$ cat src/rtl/rom_pkg.sv
// Shared types and helpers for the ROM image loader.
package rom_pkg;

  typedef enum logic [1:0] {IDLE, COLLECT, WRITE, DONE} loader_state_t;

  localparam int unsigned BYTE_W = 8;

  function automatic int unsigned bpw(input int unsigned data_width);
    return data_width / BYTE_W;
  endfunction

endpackage

$ cat src/rtl/rom_loader_if.sv
// Byte-stream, control and RAM-write signals of the ROM image loader.
interface rom_loader_if
  import rom_pkg::*;
#(
  parameter int unsigned addr_width = 5,
  parameter int unsigned data_width = 16
);

  logic                  start_i;
  logic [addr_width:0]   len_i;
  logic                  abort_i;
  logic [BYTE_W-1:0]     byte_i;
  logic                  byte_valid_i;
  logic                  byte_ready_o;
  logic                  wr_en_o;
  logic [addr_width-1:0] wr_addr_o;
  logic [data_width-1:0] wr_data_o;
  logic                  busy_o;
  logic                  done_o;
  logic                  error_o;

  modport master (
    output start_i, len_i, abort_i, byte_i, byte_valid_i,
    input  byte_ready_o, wr_en_o, wr_addr_o, wr_data_o, busy_o, done_o, error_o
  );

  modport slave (
    input  start_i, len_i, abort_i, byte_i, byte_valid_i,
    output byte_ready_o, wr_en_o, wr_addr_o, wr_data_o, busy_o, done_o, error_o
  );

endinterface

$ cat src/rtl/rom_loader.sv
// Assembles a little-endian byte stream into words and writes them
// sequentially into a RAM shaped like the lookup ROM.
module rom_loader
  import rom_pkg::*;
#(
  parameter int unsigned addr_width = 5,
  parameter int unsigned data_width = 16
) (
  input  logic         clk_i,
  input  logic         rst_ni,
  rom_loader_if.slave  bus
);

  localparam int unsigned BPW = bpw(data_width);
  localparam int unsigned BCW = (BPW > 1) ? $clog2(BPW) : 1;
  localparam logic [BCW-1:0]      LAST_BYTE = BCW'(BPW - 1);
  localparam logic [addr_width:0] MAX_LEN   = {1'b1, {addr_width{1'b0}}};

  if (data_width == 0 || (data_width % BYTE_W) != 0) begin : g_width_check
    $error("rom_loader: data_width must be a non-zero multiple of 8");
  end

  loader_state_t         state_q, state_d;
  logic [addr_width-1:0] word_cnt_q, word_cnt_d;
  logic [BCW-1:0]        byte_cnt_q, byte_cnt_d;
  logic [addr_width:0]   len_q, len_d;
  logic [data_width-1:0] asm_q, asm_d;
  logic [addr_width-1:0] wr_addr_q, wr_addr_d;
  logic [data_width-1:0] wr_data_q, wr_data_d;
  logic                  error_q, error_d;

  always_comb begin
    state_d    = state_q;
    word_cnt_d = word_cnt_q;
    byte_cnt_d = byte_cnt_q;
    len_d      = len_q;
    asm_d      = asm_q;
    wr_addr_d  = wr_addr_q;
    wr_data_d  = wr_data_q;
    error_d    = error_q;

    unique case (state_q)
      IDLE: begin
        if (bus.start_i) begin
          error_d    = 1'b0;
          word_cnt_d = '0;
          byte_cnt_d = '0;
          len_d      = bus.len_i;
          if (bus.len_i == '0) begin
            state_d = DONE;
          end else if (bus.len_i > MAX_LEN) begin
            error_d = 1'b1;
            state_d = DONE;
          end else begin
            state_d = COLLECT;
          end
        end
      end
      COLLECT: begin
        if (bus.byte_valid_i) begin
          asm_d[byte_cnt_q*BYTE_W +: BYTE_W] = bus.byte_i;
          if (byte_cnt_q == LAST_BYTE) begin
            // Capture the finished word so the write bus holds it afterwards.
            byte_cnt_d = '0;
            wr_addr_d  = word_cnt_q;
            wr_data_d  = asm_d;
            state_d    = WRITE;
          end else begin
            byte_cnt_d = byte_cnt_q + 1'b1;
          end
        end
      end
      WRITE: begin
        if ({1'b0, word_cnt_q} == len_q - 1'b1) begin
          state_d = DONE;
        end else begin
          word_cnt_d = word_cnt_q + 1'b1;
          state_d    = COLLECT;
        end
      end
      DONE:    state_d = IDLE;
      default: state_d = IDLE;
    endcase

    // Abort wins over everything, including a final byte arriving this cycle.
    if (bus.abort_i && state_q != IDLE) begin
      state_d    = IDLE;
      error_d    = 1'b1;
      byte_cnt_d = '0;
      wr_addr_d  = wr_addr_q;
      wr_data_d  = wr_data_q;
    end
  end

  always_ff @(posedge clk_i or negedge rst_ni) begin
    if (!rst_ni) begin
      state_q    <= IDLE;
      word_cnt_q <= '0;
      byte_cnt_q <= '0;
      len_q      <= '0;
      asm_q      <= '0;
      wr_addr_q  <= '0;
      wr_data_q  <= '0;
      error_q    <= 1'b0;
    end else begin
      state_q    <= state_d;
      word_cnt_q <= word_cnt_d;
      byte_cnt_q <= byte_cnt_d;
      len_q      <= len_d;
      asm_q      <= asm_d;
      wr_addr_q  <= wr_addr_d;
      wr_data_q  <= wr_data_d;
      error_q    <= error_d;
    end
  end

  assign bus.byte_ready_o = (state_q == COLLECT);
  assign bus.wr_en_o      = (state_q == WRITE);
  assign bus.wr_addr_o    = wr_addr_q;
  assign bus.wr_data_o    = wr_data_q;
  assign bus.busy_o       = (state_q != IDLE);
  assign bus.done_o       = (state_q == DONE);
  assign bus.error_o      = error_q;

endmodule

$ cat src/flat_wrapper.sv
// flat-port wrapper written by rule: the top's interface ports become plain ports
module rom_loader_flat import rom_pkg::*;
#(
  parameter int unsigned addr_width = 5,
  parameter int unsigned data_width = 16
)
  (clk_i, rst_ni, bus_start_i, bus_len_i, bus_abort_i, bus_byte_i, bus_byte_valid_i, bus_byte_ready_o, bus_wr_en_o, bus_wr_addr_o, bus_wr_data_o, bus_busy_o, bus_done_o, bus_error_o);
  rom_loader_if #(.addr_width(addr_width), .data_width(data_width)) bus_i ();
  input  logic clk_i;
  input  logic rst_ni;
  input wire logic [$bits(bus_i.start_i)-1:0] bus_start_i;
  input wire logic [$bits(bus_i.len_i)-1:0] bus_len_i;
  input wire logic [$bits(bus_i.abort_i)-1:0] bus_abort_i;
  input wire logic [$bits(bus_i.byte_i)-1:0] bus_byte_i;
  input wire logic [$bits(bus_i.byte_valid_i)-1:0] bus_byte_valid_i;
  output wire logic [$bits(bus_i.byte_ready_o)-1:0] bus_byte_ready_o;
  output wire logic [$bits(bus_i.wr_en_o)-1:0] bus_wr_en_o;
  output wire logic [$bits(bus_i.wr_addr_o)-1:0] bus_wr_addr_o;
  output wire logic [$bits(bus_i.wr_data_o)-1:0] bus_wr_data_o;
  output wire logic [$bits(bus_i.busy_o)-1:0] bus_busy_o;
  output wire logic [$bits(bus_i.done_o)-1:0] bus_done_o;
  output wire logic [$bits(bus_i.error_o)-1:0] bus_error_o;
  assign bus_i.start_i = bus_start_i;
  assign bus_i.len_i = bus_len_i;
  assign bus_i.abort_i = bus_abort_i;
  assign bus_i.byte_i = bus_byte_i;
  assign bus_i.byte_valid_i = bus_byte_valid_i;
  assign bus_byte_ready_o = bus_i.byte_ready_o;
  assign bus_wr_en_o = bus_i.wr_en_o;
  assign bus_wr_addr_o = bus_i.wr_addr_o;
  assign bus_wr_data_o = bus_i.wr_data_o;
  assign bus_busy_o = bus_i.busy_o;
  assign bus_done_o = bus_i.done_o;
  assign bus_error_o = bus_i.error_o;
  rom_loader #(.addr_width(addr_width), .data_width(data_width)) u_core (.clk_i(clk_i), .rst_ni(rst_ni), .bus(bus_i));
endmodule
$ cat config.mk
export PLATFORM = sky130hd
export DESIGN_NAME = rom_loader_flat
export DESIGN_NICKNAME = d
export VERILOG_FILES = /design/src/rtl/rom_pkg.sv /design/src/rtl/rom_loader_if.sv /design/src/rtl/rom_loader.sv /design/src/flat_wrapper.sv
export SDC_FILE = /design/constraint.sdc
export NUM_CORES = 1
export LEC_CHECK = 0
export CORE_MARGIN = 10
export CORE_UTILIZATION = 34
export DETAILED_ROUTE_END_ITERATION = 8
export PLACE_DENSITY = 0.56
export SYNTH_ARGS = -nofsm -noshare
export SYNTH_HDL_FRONTEND = slang
export SYNTH_SLANG_ARGS = --single-unit
$ cat constraint.sdc
create_clock -name clk_i -period 3.2 [get_ports clk_i]
set_input_delay 0.48 -clock clk_i [delete_from_list [all_inputs] [get_ports clk_i]]
set_output_delay 0.48 -clock clk_i [all_outputs]
set_load 0.05 [all_outputs]
Word-level counts from Yosys, hierarchy flattened:

Index checks and enable logic that the tools add are counted.

* add/subtract/negate cells: 4
* magnitude comparators: 1
* eq/ne operators: 9
* shift operators: 2
* multiplexer cells: 22
* bitwise logic cells: 1
* reduce and logical (&&, ||, !) cells: 15

Operators with widths (count)
* $neg A4 Y34: 1
* $shift A8 B34 Y16 const A: 1
* $shiftx A8 B34 Y16: 1
* $bwmux W16: 1
* $mux W2: 7
* $mux W5: 2
* $pmux W5 S2: 1
* $mux W1: 9
* $reduce_and A3 Y1: 3
* $pmux W2 S4: 1
* $reduce_bool A2 Y1: 4
* $eq A5 B6 Y1: 1
* $gt A6 B6 Y1 const B: 1
* $logic_not A6 Y1: 1
* $ne A3 B2 Y1 const B: 2
* $reduce_and A2 Y1: 3
* $sub A6 B1 Y6 const B: 1
* $add A5 B1 Y5 const B: 1
* $eq A2 B2 Y1 const B: 2
* $ne A2 B2 Y1 const B: 2
* $reduce_and A4 Y1: 1
* $ne A3 B1 Y1 const B: 1
* $reduce_bool A3 Y1: 1
* $eq A2 B1 Y1 const B: 1
* 5 further kinds: 5

* bits in registers: 52
* input bits: 19
* output and inout port bits: 26
* word-level logic and storage cells: 62

Longest topological paths before layout:

* depth after elaboration: 6
* depth in mapped cells: 7
* depth with buffers taken out: 7

Worst setup path before layout:

OpenSTA, ideal clock, no wires.

* path kind: register to output
* start: register u_core.state_q[1]
* end: output port bus_byte_ready_o
* data arrival time: 1.364 ns
* data required time: 2.720 ns
* path slack: 1.356 ns
* cell stages (with the launch flop): 4
* path buffers: 2
* cell sequence: dfrtp_1 > clkbuf_1 > clkbuf_1 > nor2_1

* word-level cells in the longest chain between the ends: 1

Ends and longest elaborated chain
* start: declaration: line rom_loader.sv:23 `loader_state_t state_q, state_d;`
* start signal: assignment: line rom_loader.sv:106 `state_q <= state_d;`
* $eq A2 B1 Y1: line rom_loader.sv:117 `assign bus.byte_ready_o = (state_q == COLLECT);`
* end: declaration: line flat_wrapper.sv:16 `output wire logic [$bits(bus_i.byte_ready_o)-1:0] bus_byte_ready_o;`

No other way between the ends.

Worst setup path after layout:

* start: register u_core.state_q[1]
* end: output port bus_wr_en_o

* word-level cells in the longest chain between the ends: 1

Ends and longest elaborated chain
* $eq A2 B2 Y1: line rom_loader.sv:118 `assign bus.wr_en_o = (state_q == WRITE);`
* end: declaration: line flat_wrapper.sv:17 `output wire logic [$bits(bus_i.wr_en_o)-1:0] bus_wr_en_o;`

No other way between the ends.

==> results.yml <==
global_route:
  grt.total_usage: 0.0982
  grt_pass1_wl_um: 7780
  grt_overflow_total: 0
  antenna_found_initial: 0
  grt_pass1_vias: 1478
  grt_max_degree: 45
die:
  ios: 45
  core_area_sq_mm: 0.00585
  die_h_um: 97.4
  fp.dieW_um: 97.4
  start_util: 0.348
  fp-row-count: 28
  dieArea_sq_mm: 0.00948
clocking:
  cts_made_buffers: 5
  cts_tree: "built"
  cts_root_buf: "clkbuf_8"
  clk_latency_ps: 290
  h-tree-depth: 2
  clk_pin_slew_ps: 80
  clkSinkCount: 44
  cts_hold_buf: 0
  clockBufferDepth: 2
  postCtsSetupRepairBufs: 0
  cts_resized: 0
yosys:
  synthesis.nets: 193
  synth_top_flop_cell: "dfrtp_1"
  synth_area_sq_mm: 0.00204
  synth_top_cell_by_area: "dfrtp_1"
  synth-edff-count: 0
  synth_seq_cells: 44
  async_reset_ff_frac: 1.00
  yosys_warnings: 0
  synth-seq-area-share: 0.541
  ys_top_cells_by_area: "dfrtp_1 54%, mux2_2 18%, a21oi_1 2.0%, nand2_1 1.7%, o21ai_0 1.5%"
  avgSynthCellArea_sq_um: 11.8
  syn_inst: 172
  yosysMostFrequentCell: "dfrtp_1"
  yosys.area.top_type_share: 0.541
  synth_cell_types: 36
  synth_commonest_cells: "44 x dfrtp_1, 33 x mux2_2, 9 x nand2_1"
power_and_ir_drop:
  power_density_mw_per_mm2: 1010
  leakage_uw: 0.00116
  ir_worst_vdd_v: 0.000385
critical_path:
  worstPathArrival_ps: 2070
  crit_path_start_kind: "flip-flop"
  crit_end: "bus_wr_en_o"
  rr_startpoint: "u_core.len_q[0]"
  reg2reg_depth: 7
  path_class: "reg2out"
  critPathRequiredTime_ps: 2720
  worst-r2r-setup-slack_ps: 1040
  endpoint_kind: "output pin"
  startpoint: "u_core.state_q[1]"
  crit_path_max_fanout: 15
  rr_endpoint: "u_core.word_cnt_q[1]"
sta:
  relSlewSlack: 0.344
  setup_tns_ps: 0
  setup_violations: 0
  grt_setup_unrepaired: "false"
  skew_ps: 4.20
  post-route-period-util: 0.796
  fmax_mhz: 393
  finalHoldViolCount: 0
  drv_slew: 0
  period_minus_slack_ps: 2550
  worstMarginPinSlew_ps: 984
flow_run:
  maxCapViolations: 0
routing:
  wl_um: 4630
  dr.first_iter.drc_count: 101
  viasPerCell: 5.06
  ant_nets: 0
  dr_total_vias: 1484
  dr.pass1.iters: 4
  wire_per_inst_um: 15.8
  drc_errors: 0
run_status:
  status: "completed"
placement:
  io_buffers: 44
  gp_congestion: 0.829
  dpl_cell_area_sq_mm: 0.00255
  dp_hpwl_um: 3390
finish:
  antenna_cells: 0
  drive_gt1_frac: 0.234
  postLayoutCellArea_sq_mm: 0.00267
  syn2layout_area_growth_pct: 31.3
  final_nets: 238
min_path:
  worst_hold_path_type: "in2async"
## logic make-up (layout without fill, tap and decap cells)
| family | after synthesis | count (layout) | share of synthesized area |
|---|---|---|---|
| DFF | 44 | 44 | 0.541 |
| and+or+nand+nor | 40 | 40 | 0.108 |
| AOI/OAI and AO/OA | 33 | 33 | 0.106 |
| muxes | 33 | 33 | 0.183 |
| buffers and inverters | 15 | 61 | 0.0295 |
| xor gates and xnor gates | 5 | 5 | 0.0215 |
| adders and majority gates | 2 | 2 | 0.0123 |
## cells in the final DEF (no fill, tap or decap), types with 3 or more instances in the layout
| cell type | synthesis | final |
|---|---|---|
| a21oi_1 | 8 | 8 |
| a211oi_1 | 3 | 3 |
| xnor2_1 | 3 | 3 |
| nor2_1 | 8 | 8 |
| nand2_1 | 9 | 9 |
| clkdlybuf4s50_1 | 0 | 43 |
| inv_1 | 7 | 7 |
| o211ai_1 | 4 | 4 |
| mux2_2 | 33 | 33 |
| nand2b_1 | 3 | 3 |
| dfrtp_1 | 44 | 44 |
| nor3_1 | 5 | 4 |
| o21ai_0 | 6 | 6 |
| clkbuf_8 | 0 | 6 |
## how the worst min path moves through the flow
stage	from	end	slack, ps	cells after the start
global placement	u_core.asm_q[5]	u_core.asm_q[5]	490	1
floorplan	rst_ni	u_core.asm_q[0]	180	0
global route	rst_ni	u_core.len_q[4]	420	1
CTS	rst_ni	u_core.byte_cnt_q	390	1
detailed placement	u_core.asm_q[7]	u_core.bus.wr_data_o[7]	490	1
finish	rst_ni	u_core.len_q[2]	340	1
## area by class of cell
class,instances,area (sq um)
Sequential cell,44,1100
Clock inverter,2,38.8
Tap cell,75,93.8
Clock buffer,6,82.6
Multi-Input combinational cell,113,880
Inverter,7,26.3
Fill cell,562,3180
Timing Repair Buffer,46,450
## flip-flops by register name, indices dropped and copies added (netlist names)
| register | flops |
|---|---|
| u_core.asm_q | 8 |
| u_core.bus.error_o | 1 |
| u_core.bus.wr_addr_o | 5 |
| u_core.bus.wr_data_o | 16 |
| u_core.byte_cnt_q | 1 |
| u_core.len_q | 6 |
| u_core.state_q | 2 |
| u_core.word_cnt_q | 5 |
## worst max-delay path: stages, from the launching register on
cell,delay [ps]
dfrtp_1,650
nand2b_2,190
inv_1,120
clkdlybuf4s50_1,810
## stage by stage
step           setup WS [ps]   util  total power (uW)  std cells  hold WS (ps)
2_1_floorplan           1360      -              1860        172           184
3_3_place_gp             948  0.436              2260        285           488
3_5_place_dp             937  0.436              2280        285           490
4_1_cts                  642  0.457              2730        293           392
5_1_grt                  548  0.457              2870        293           419
6_report                 654  0.457              2700        293           343
## routing by layer
| metal | vias up | track usage | part of all wire |
|---|---|---|---|
| met5 | - | 0 | 0 |
| met4 | 0 | 0.0380 | 0.014 |
| met3 | 4 | 0.0341 | 0.066 |
| met2 | 36 | 0.148 | 0.45 |
| met1 | 733 | 0.125 | 0.47 |
| li1 | 711 | - | - |
## where the power goes
part           internal (uW)  switching [uW]
clock network            255             197
registers                769             176
logic                    530             773
total                   1550            1150
No activity file was read; power rests on OpenSTA's default activity.
